$ cat src/rtl/wb_arbiter.sv
// rtl/wb_arbiter.sv - per-channel FIFOs feeding round-robin integer/float register-file write ports.
// Optional feature macro: WB_BYPASS_EN (an empty FIFO offers its live input to arbitration).
module wb_arbiter #(
  parameter int NUM_CH     = 3,
  parameter int DATA_W     = 32,
  parameter int REG_ADDR_W = 5,
  parameter int FIFO_DEPTH = 2
) (
  input  logic                         clk,
  input  logic                         rst,
  input  logic [NUM_CH-1:0]            in_valid,
  output logic [NUM_CH-1:0]            in_ready,
  input  logic [NUM_CH*REG_ADDR_W-1:0] in_dest,
  input  logic [NUM_CH*DATA_W-1:0]     in_data,
  input  logic [NUM_CH-1:0]            in_is_freg,
  output logic                         reg_w_enable,
  output logic [REG_ADDR_W-1:0]        reg_w_dest,
  output logic [DATA_W-1:0]            reg_w_data,
  output logic                         freg_w_enable,
  output logic [REG_ADDR_W-1:0]        freg_w_dest,
  output logic [DATA_W-1:0]            freg_w_data,
  output logic [NUM_CH-1:0]            retire,
  output logic                         idle
);
  localparam int PTR_W = $clog2(FIFO_DEPTH);
  localparam int CNT_W = $clog2(FIFO_DEPTH + 1);
  localparam int CH_W  = (NUM_CH > 1) ? $clog2(NUM_CH) : 1;

  logic [DATA_W-1:0]     mem_data [NUM_CH][FIFO_DEPTH];
  logic [REG_ADDR_W-1:0] mem_dest [NUM_CH][FIFO_DEPTH];
  logic                  mem_freg [NUM_CH][FIFO_DEPTH];
  logic [PTR_W-1:0]      rd_ptr   [NUM_CH];
  logic [PTR_W-1:0]      wr_ptr   [NUM_CH];
  logic [CNT_W-1:0]      count    [NUM_CH];
  logic [CH_W-1:0]       ptr_int, ptr_flt;

  logic [NUM_CH-1:0]     cand_valid, cand_freg, from_fifo, grant, pop, push;
  logic [REG_ADDR_W-1:0] cand_dest [NUM_CH];
  logic [DATA_W-1:0]     cand_data [NUM_CH];
  logic                  int_found, flt_found, any_busy;
  logic [CH_W-1:0]       int_win, flt_win, idx_i, idx_f;

  // Candidate per channel: the FIFO head, or the live input when bypass is built in and the FIFO is empty.
  always_comb begin
    for (int c = 0; c < NUM_CH; c++) begin
      in_ready[c]   = count[c] < CNT_W'(FIFO_DEPTH);
      from_fifo[c]  = count[c] != '0;
      cand_valid[c] = from_fifo[c];
      cand_freg[c]  = mem_freg[c][rd_ptr[c]];
      cand_dest[c]  = mem_dest[c][rd_ptr[c]];
      cand_data[c]  = mem_data[c][rd_ptr[c]];
`ifdef WB_BYPASS_EN
      if (!from_fifo[c]) begin
        cand_valid[c] = in_valid[c];
        cand_freg[c]  = in_is_freg[c];
        cand_dest[c]  = in_dest[c*REG_ADDR_W +: REG_ADDR_W];
        cand_data[c]  = in_data[c*DATA_W +: DATA_W];
      end
`endif
    end
  end

  always_comb begin
    int_found = 1'b0;
    flt_found = 1'b0;
    int_win   = '0;
    flt_win   = '0;
    idx_i     = '0;
    idx_f     = '0;
    for (int k = 1; k <= NUM_CH; k++) begin
      idx_i = CH_W'((int'(ptr_int) + k) % NUM_CH);
      idx_f = CH_W'((int'(ptr_flt) + k) % NUM_CH);
      if (!int_found && cand_valid[idx_i] && !cand_freg[idx_i]) begin
        int_found = 1'b1;
        int_win   = idx_i;
      end
      if (!flt_found && cand_valid[idx_f] && cand_freg[idx_f]) begin
        flt_found = 1'b1;
        flt_win   = idx_f;
      end
    end
    grant = '0;
    if (int_found) grant[int_win] = 1'b1;
    if (flt_found) grant[flt_win] = 1'b1;
  end

  // A granted bypass entry never enters the FIFO.
  always_comb begin
    pop  = grant & from_fifo;
    push = in_valid & in_ready & ~(grant & ~from_fifo);
  end

  always_ff @(posedge clk) begin
    if (rst) begin
      for (int c = 0; c < NUM_CH; c++) begin
        count[c]  <= '0;
        rd_ptr[c] <= '0;
        wr_ptr[c] <= '0;
      end
    end else begin
      for (int c = 0; c < NUM_CH; c++) begin
        if (push[c]) begin
          mem_data[c][wr_ptr[c]] <= in_data[c*DATA_W +: DATA_W];
          mem_dest[c][wr_ptr[c]] <= in_dest[c*REG_ADDR_W +: REG_ADDR_W];
          mem_freg[c][wr_ptr[c]] <= in_is_freg[c];
          wr_ptr[c]              <= wr_ptr[c] + PTR_W'(1);
        end
        if (pop[c]) rd_ptr[c] <= rd_ptr[c] + PTR_W'(1);
        count[c] <= count[c] + CNT_W'(push[c]) - CNT_W'(pop[c]);
      end
    end
  end

  // Writes to integer register 0 are retired but never strobed.
  always_ff @(posedge clk) begin
    if (rst) begin
      reg_w_enable  <= 1'b0;
      reg_w_dest    <= '0;
      reg_w_data    <= '0;
      freg_w_enable <= 1'b0;
      freg_w_dest   <= '0;
      freg_w_data   <= '0;
      retire        <= '0;
      ptr_int       <= CH_W'(NUM_CH - 1);
      ptr_flt       <= CH_W'(NUM_CH - 1);
    end else begin
      reg_w_enable  <= int_found && (cand_dest[int_win] != '0);
      freg_w_enable <= flt_found;
      retire        <= grant;
      if (int_found && (cand_dest[int_win] != '0)) begin
        reg_w_dest <= cand_dest[int_win];
        reg_w_data <= cand_data[int_win];
      end
      if (flt_found) begin
        freg_w_dest <= cand_dest[flt_win];
        freg_w_data <= cand_data[flt_win];
      end
      if (int_found) ptr_int <= int_win;
      if (flt_found) ptr_flt <= flt_win;
    end
  end

  always_comb begin
    any_busy = reg_w_enable || freg_w_enable || (retire != '0);
    for (int c = 0; c < NUM_CH; c++) begin
      if (count[c] != '0) any_busy = 1'b1;
    end
  end

  assign idle = !any_busy;
endmodule

$ cat config.mk
export PLATFORM = sky130hd
export DESIGN_NAME = wb_arbiter
export DESIGN_NICKNAME = d
export VERILOG_FILES = /design/src/rtl/wb_arbiter.sv
export SDC_FILE = /design/constraint.sdc
export NUM_CORES = 1
export LEC_CHECK = 0
export BUFFER_PORTS_ARGS = -buffer_cell sky130_fd_sc_hd__buf_2
export CORE_MARGIN = 2
export CORE_UTILIZATION = 60
export CTS_CLUSTER_DIAMETER = 60
export DETAILED_ROUTE_END_ITERATION = 12
export PLACE_DENSITY = 0.83
export SYNTH_ARGS = -nofsm -noshare
export SYNTH_HDL_FRONTEND = slang
export SYNTH_SLANG_ARGS = --single-unit
$ cat constraint.sdc
create_clock -name clk -period 16.9 [get_ports clk]
set_input_delay 1.69 -clock clk [delete_from_list [all_inputs] [get_ports clk]]
set_output_delay 1.69 -clock clk [all_outputs]
set_load 0.01 [all_outputs]
==> results of run 1 <==
[cell usage after synthesis (2+ instances only)]
master | instances | share of area (%)
ha_1 | 11 | 1.0
o31a_1 | 2 | 0.13
nand4_1 | 3 | 0.14
a211oi_1 | 99 | 5.4
a221oi_1 | 4 | 0.25
o211ai_1 | 9 | 0.49
o21ai_0 | 76 | 2.8
a21o_1 | 4 | 0.22
nor2b_1 | 3 | 0.14
mux2i_2 | 2 | 0.20
and2_1 | 4 | 0.18
a31o_1 | 3 | 0.19
buf_1 | 11 | 0.30
buf_2 | 6 | 0.22
a221o_1 | 2 | 0.15
or2_2 | 3 | 0.14
a221oi_2 | 30 | 3.3
nand3_1 | 6 | 0.22
nor3_1 | 6 | 0.22
a211o_1 | 3 | 0.19
inv_1 | 53 | 1.4
buf_6 | 4 | 0.33
mux2i_1 | 42 | 3.1
clkbuf_1 | 56 | 1.5
mux2_2 | 74 | 6.1
o21a_1 | 3 | 0.16
nor2_1 | 97 | 2.6
nand2_1 | 80 | 2.2
nor4_1 | 2 | 0.091
xnor2_1 | 5 | 0.32
o211a_1 | 2 | 0.15
and3_1 | 9 | 0.41
edfxtp_1 | 234 | 51
dfxtp_1 | 89 | 13
o31ai_1 | 3 | 0.16
maj3_1 | 2 | 0.15
a21oi_1 | 9 | 0.33
[flip-flops by register name, summed over array words and instances (netlist names)]
register	count
ptr_flt	2
wr_ptr	3
ptr_int	2
reg_w_enable	1
rd_ptr	3
retire	3
freg_w_dest	5
count	6
reg_w_dest	5
freg_w_data	32
mem_data	192
freg_w_enable	1
reg_w_data	32
mem_dest	30
mem_freg	6
[power by group through the flow]
| stage | clock [mW] | sequential (mW) | combinational, mW |
|---|---|---|---|
| 2_1_floorplan | 0 | 1.14 | 1.07 |
| 3_3_place_gp | 0 | 1.11 | 1.41 |
| 3_5_place_dp | 0 | 1.12 | 1.46 |
| 4_1_cts | 0.663 | 1.11 | 1.47 |
| 5_1_grt | 0.692 | 1.12 | 1.62 |
| 6_report | 0.656 | 1.11 | 1.48 |
[kinds of logic (layout without fill, tap and decap cells)]
| family | count (synthesis) | after routing |
|---|---|---|
| buffers and inverters | 130 | 327 |
| AO/OA/AOI/OAI | 260 | 260 |
| multiplexers | 118 | 118 |
| AND/OR/NAND/NOR | 220 | 220 |
| adder cells (fa/ha/maj) | 13 | 13 |
| flip-flops | 323 | 323 |
| XOR/XNOR | 6 | 6 |
[final cells by class]
cell class                      count  area, sq um
Clock buffer                       39          816
Clock inverter                     18          145
Fill cell                        1549         6600
Inverter                           53          199
Multi-Input combinational cell    617         4520
Sequential cell                   323         8810
Tap cell                          285          357
Timing Repair Buffer              217         1130
[metal layers]
metal | GRT usage [%] | vias up | share of wire (%)
met5 | 0 | - | 0.040
met4 | 9.79 | 2 | 3.8
met3 | 3.70 | 100 | 7.0
met2 | 45.5 | 442 | 49
met1 | 34.9 | 4571 | 40
li1 | - | 4364 | -
[final timing paths]
| check | start | end | cells past startpoint |
|---|---|---|---|
| worst max-delay path | ptr_int[0]$_SDFFE_PP0N_ | reg_w_data[28]$_SDFFE_PP0P_ | 12 |
| worst min-delay path | reg_w_data[23]$_SDFFE_PP0P_ | reg_w_data[23]$_SDFFE_PP0P_ | 2 |
| worst max register to register | ptr_int[0]$_SDFFE_PP0N_ | reg_w_data[28]$_SDFFE_PP0P_ | 12 |
| worst min register to register | reg_w_data[23]$_SDFFE_PP0P_ | reg_w_data[23]$_SDFFE_PP0P_ | 2 |
[metrics by stage]
stage          instances  hold WS, ps  area, sq um
2_1_floorplan       1070          487        13800
3_3_place_gp        1495          448        15000
5_1_grt             1552          477        16000
6_report            1552          468        16000
3_5_place_dp        1495          454        15000
4_1_cts             1552          465        16000
[tightest hold or removal path: stages (launching register included)]
cell and delay (ps):
dfxtp_1 310, inv_1 60, a221oi_2 50
==> run summary, run 1 <==
clk_lat worst skew - 560 ps
Slowest-stage cell, CP - nand3_2
sequential share of the synthesized area - 64.0%
Synth Area in Compound Gates - 14.5%
area grow syn2layout - 16.0%
Post-Syn Area per Cell - 12.9 sq um
Async S/R FF share, synth - 0%
first-pass GRT wire length - 49.8 mm
leakage dissipation - 6.07 nW
PortBufs - 201
Synth Net Count - 1,200
xor/xnor share of the synthesized area - 0.382%
Post-CTS Setup Bufs - 0
flops & latches, synth - 323
Crit Path Max Fanout - 41
initial core utilization - 61.0%
Pint - 1.96 mW
Final Hold Viols - 0
NetSw - 1.28 mW
largest net degree at the start of global routing - 79
skew final - 17.3 ps
I/O pin cnt - 202
combinational power share - 45.6%
drt first pass iters - 5
Final ANT Viol Nets - 0
initial antenna violation count - 1
sequential power share - 34.2%
Peak VDD IR - 0.138 mV
die height - 156 um
DIE WIDTH - 156 um
gate family responsible for the most delay along the worst path - simple AND/OR/NAND/NOR gates
worst path cell trace - inv_1 > ha_1 > nor2_1 > nand3b_1 > a21o_1 > and4bb_1 > or3_2 > buf_4 > o211a_1 > nor4_4 > nand3_2 > a221oi_2
Overall Power - 3.24 mW
CTS buffer count - 31
DP Wirelength - 21.1 mm
CP bufs+invs - 2
PostCTS Resize Cnt - 0
CTS root buf - clkbuf_16
synthesized instance count - 1,070
GRT overflow - 0
min Tclk post-route - 5280 ps
total wire length - 32.5 mm
Antenna Cells - 0
setup_tns - 0 ps
Global Route Usage Sum - 26.6%
Post-Syn Area - 0.0138 sq mm
WL/cell - 21.0 um
# rows - 55
main combinational cell family by area after synthesis - compound AO/OA/AOI/OAI gates
main flop type after synthesis - edfxtp_1
power per cell area - 203 mW/mm^2
Slew headroom - 26.3%
status - completed
fin. max-slew vios - 0
Longest Clk Path Bufs - 3
gpl congestion - 1.03
actual slew at the worst max-slew pin - 1110 ps
Setup WS post-layout - 11,620 ps
RSZ-0062 raised after global routing - false
Final setup viols - 0
hold crit path type - flop to flop
post-synth cell types - 56
Core ar. - 0.0226 sq mm
Max Cap Viol - 0
Max stage delay on crit path - 850 ps
via count - 9,479
Worst setup EP type - flop
Post-synth EDFFs - 234
commonest cells after routing, fill and taps aside - 234 x edfxtp_1, 200 x buf_2, 99 x a211oi_1
commonest non-fill, non-tap cell in the layout - edfxtp_1
worst slack, placed - 11,650 ps
Synth Area in Adders - 1.14%
flop-to-flop setup slack - 11,620 ps
CP Class - flop to flop
fin crit share - 31.2%
Worst-path clk slew - 70 ps
CTS Sinks - 323
DRC viols - 0
sw frac - 39.6%
CTS Hold Bufs - 0
Warnings, synthesis - 0
Layout Nets - 1,373
CP startpoint kind - flop
Max Fclk - 0.189 GHz
mux share of post-synthesis cell area - 9.30%
1st-iter DRT viols - 807
layout cells sized above 1 - 30.4%
vias in the first global route - 9,362
Simple-Gate Fraction of Synth Area - 6.86%
htree depth - 1
Clock Power Share - 20.2%
Final Util - 70.7%
CP Data Arrival Time - 5720 ps
CTS tree - done
Vias/cell - 6.11
required time worst endpoint - 17,340 ps
Die Area - 0.0242 sq mm
Note: power is estimated with default switching activity, not from simulation.
==> inputs of run 2 (changes only) <==
--- a/config.mk
+++ b/config.mk
@@ -5,12 +5,13 @@
 export SDC_FILE = /design/constraint.sdc
 export NUM_CORES = 1
 export LEC_CHECK = 0
+export ABC_AREA = 1
 export BUFFER_PORTS_ARGS = -buffer_cell sky130_fd_sc_hd__buf_2
 export CORE_MARGIN = 2
-export CORE_UTILIZATION = 60
+export CORE_UTILIZATION = 57
 export CTS_CLUSTER_DIAMETER = 60
 export DETAILED_ROUTE_END_ITERATION = 12
-export PLACE_DENSITY = 0.83
+export PLACE_DENSITY = 0.8
 export SYNTH_ARGS = -nofsm -noshare
 export SYNTH_HDL_FRONTEND = slang
 export SYNTH_SLANG_ARGS = --single-unit
==> constraint.sdc (replaced) <==
create_clock -name clk -period 5.3 [get_ports clk]
set_input_delay 0.53 -clock clk [delete_from_list [all_inputs] [get_ports clk]]
set_output_delay 0.53 -clock clk [all_outputs]
set_load 0.01 [all_outputs]
==> run 2 against run 1 <==
- cell count increased by 16%
- clock power grew to 3.5 times the previous value
- setup slack worse by 10000 ps
- critical path depth up 6
- largest cell class unchanged
==> run summary, run 2 <==
clk_lat worst skew - 510 ps
sequential share of the synthesized area - 64.9%
Peak VDD IR - 0.757 mV
most common cell in the netlist - nand2_1
PortBufs - 201
Post-CTS Setup Bufs - 0
Slew headroom - 26.1%
I/O pin cnt - 202
CP Class - flop to flop
Worst-path clk slew - 60 ps
CTS Sinks - 323
mux share of post-synthesis cell area - 5.46%
PostCTS Resize Cnt - 0
actual slew at the worst max-slew pin - 1110 ps
area leader, netlist - edfxtp_1
Core ar. - 0.0234 sq mm
CTS root buf - clkbuf_16
Async S/R FF share, synth - 0%
GRT overflow - 0
area grow syn2layout - 17.2%
Fill cells - 1,794
fin. max-slew vios - 0
required time worst endpoint - 5430 ps
commonest cells in the netlist - 328 x nand2_1, 234 x edfxtp_1, 123 x a21oi_1, 99 x nor2_1, 89 x dfxtp_1
Antenna Cells - 0
max FFs per register - 192
Final Hold Viols - 0
commonest non-fill, non-tap cell in the layout - nand2_1
Synth Area in Adders - 1.01%
Longest Clk Path Bufs - 3
Vias/cell - 5.65
CP startpoint kind - flop
Max Fclk - 0.245 GHz
vias in the first global route - 9,267
CTS tree - done
gpl congestion - 0.954
Simple-Gate Fraction of Synth Area - 16.3%
drt first pass iters - 6
status - completed
Post-synth EDFFs - 234
initial core utilization - 58.0%
setup_tns - 0 ps
fin crit share - 77.0%
initial antenna violation count - 0
DP Area - 0.0148 sq mm
Layout Nets - 1,584
Global Route Usage Sum - 28.3%
Post-Syn Area - 0.0136 sq mm
main combinational cell family by area after synthesis - simple AND/OR/NAND/NOR gates
min Tclk post-route - 4080 ps
leakage dissipation - 6.81 nW
top cell type's share of synthesized area - 51.8%
post-synth cell types - 33
Warnings, synthesis - 0
RSZ-0062 raised after global routing - false
die height - 158 um
Die Area - 0.0251 sq mm
first-pass GRT wire length - 52.7 mm
CTS Hold Bufs - 0
CTS buffer count - 34
DRC viols - 0
xor/xnor share of the synthesized area - 0.194%
flops & latches, synth - 323
largest net degree at the start of global routing - 71
DP Wirelength - 24.8 mm
WL/cell - 19.9 um
synthesized instance count - 1,274
Synth area leaders - edfxtp_1 52%, dfxtp_1 13%, nand2_1 9.1%
Post-Syn Area per Cell - 10.7 sq um
CP Data Arrival Time - 4210 ps
Synth Area in Compound Gates - 8.29%
skew final - 15.1 ps
layout cells sized above 1 - 19.7%
Crit Path Max Fanout - 39
main flop type after synthesis - edfxtp_1
Final Cell Area - 0.0159 sq mm
Max Cap Viol - 0
flop-to-flop setup slack - 1220 ps
power per cell area - 768 mW/mm^2
DIE WIDTH - 158 um
total wire length - 35.8 mm
Synth Net Count - 1,404
commonest cells after routing, fill and taps aside - 327 x nand2_1, 234 x edfxtp_1, 201 x buf_2
# rows - 56
hold crit path type - input pin to flop
Final setup viols - 0
1st-iter DRT viols - 1,348
via count - 10,200
htree depth - 2
Final ANT Viol Nets - 0
Worst setup EP type - flop
==> run 2: changes by cell type after synthesis, moves of 9 or more <==
cell	change
nand2_1	+248
a21oi_1	+114
mux2i_1	+32
mux2_2	-74
a221oi_2	-30
o21ai_0	-32
and3_1	-9
a211oi_1	-99
nand3_1	+76
a22o_1	+9
nand3b_1	+13
a22oi_1	+20
==> run 2: where the power goes <==
group | internal [mW] | switching [mW]
registers | 3.40 | 0.265
clock network | 1.36 | 0.945
logic | 1.96 | 4.27
==> run 2: final timing paths <==
path / startpoint / endpoint / cells past startpoint
worst max register to register: ptr_flt[0]$_SDFFE_PP0N_ / mem_data[0][22]$_DFFE_PP_ / 18
worst min-delay path: in_data[0] / mem_data[0][32]$_DFFE_PP_ / 1
worst max-delay path: ptr_flt[0]$_SDFFE_PP0N_ / mem_data[0][22]$_DFFE_PP_ / 18
worst min register to register: reg_w_dest[0]$_SDFFE_PP0P_ / reg_w_dest[0]$_SDFFE_PP0P_ / 2
==> run 2: cells by family (layout without fill, tap and decap cells) <==
logic type                 Yosys count  after routing
adders and majority gates           11             11
xor gates and xnor gates             3              3
buffers and inverters              125            331
AOI/OAI and AO/OA                  204            204
muxes                               74             74
and+or+nand+nor                    534            534
DFF                                323            323
==> run 2: per-layer routing <==
layer	up-vias	GRT usage (%)	share of wire, %
li1	4770	-	-
met1	4764	45.4	44
met2	580	40.0	43
met3	51	5.44	12
met4	0	6.61	1.9
met5	-	0	0
==> run 2: critical path, stage by stage, from the launching register on <==
cell and delay, ps:
dfxtp_1 350, inv_1 50, ha_1 370, inv_1 100, nand2_1 60, nand3_1 100, o21ai_1 100, inv_1 80
nand2_1 90, nor2_1 180, nand2_1 80, nand2_1 70, buf_4 390, inv_1 110, nand3_1 130, nand2_1 100
nand2_1 70, nand3b_1 290, nor2_4 940
==> run 2: per-stage QoR <==
stage               utilization (%)  std cells  total power, mW  setup WS [ps]  hold WS, ps
global placement               63.3       1737             9.65           1530          435
detailed placement             63.3       1737             9.78           1340          456
global route                   67.9       1799             13.0            921          196
floorplan                         -       1274             8.08           1300          423
CTS                            67.9       1799             12.1           1320          189
finish                         67.9       1799             12.2           1220          203
==> run 2: cell type report <==
cell class | instances | area, sq um | share of cell area, %
sequential | 323 | 8810 | 55.4
timing repair buffer | 216 | 1120 | 7.03
tap | 319 | 399 | 2.51
multi-input combinational | 826 | 4290 | 27.0
clock buffer | 46 | 906 | 5.70
clock inverter | 16 | 179 | 1.13
inverter | 53 | 201 | 1.27
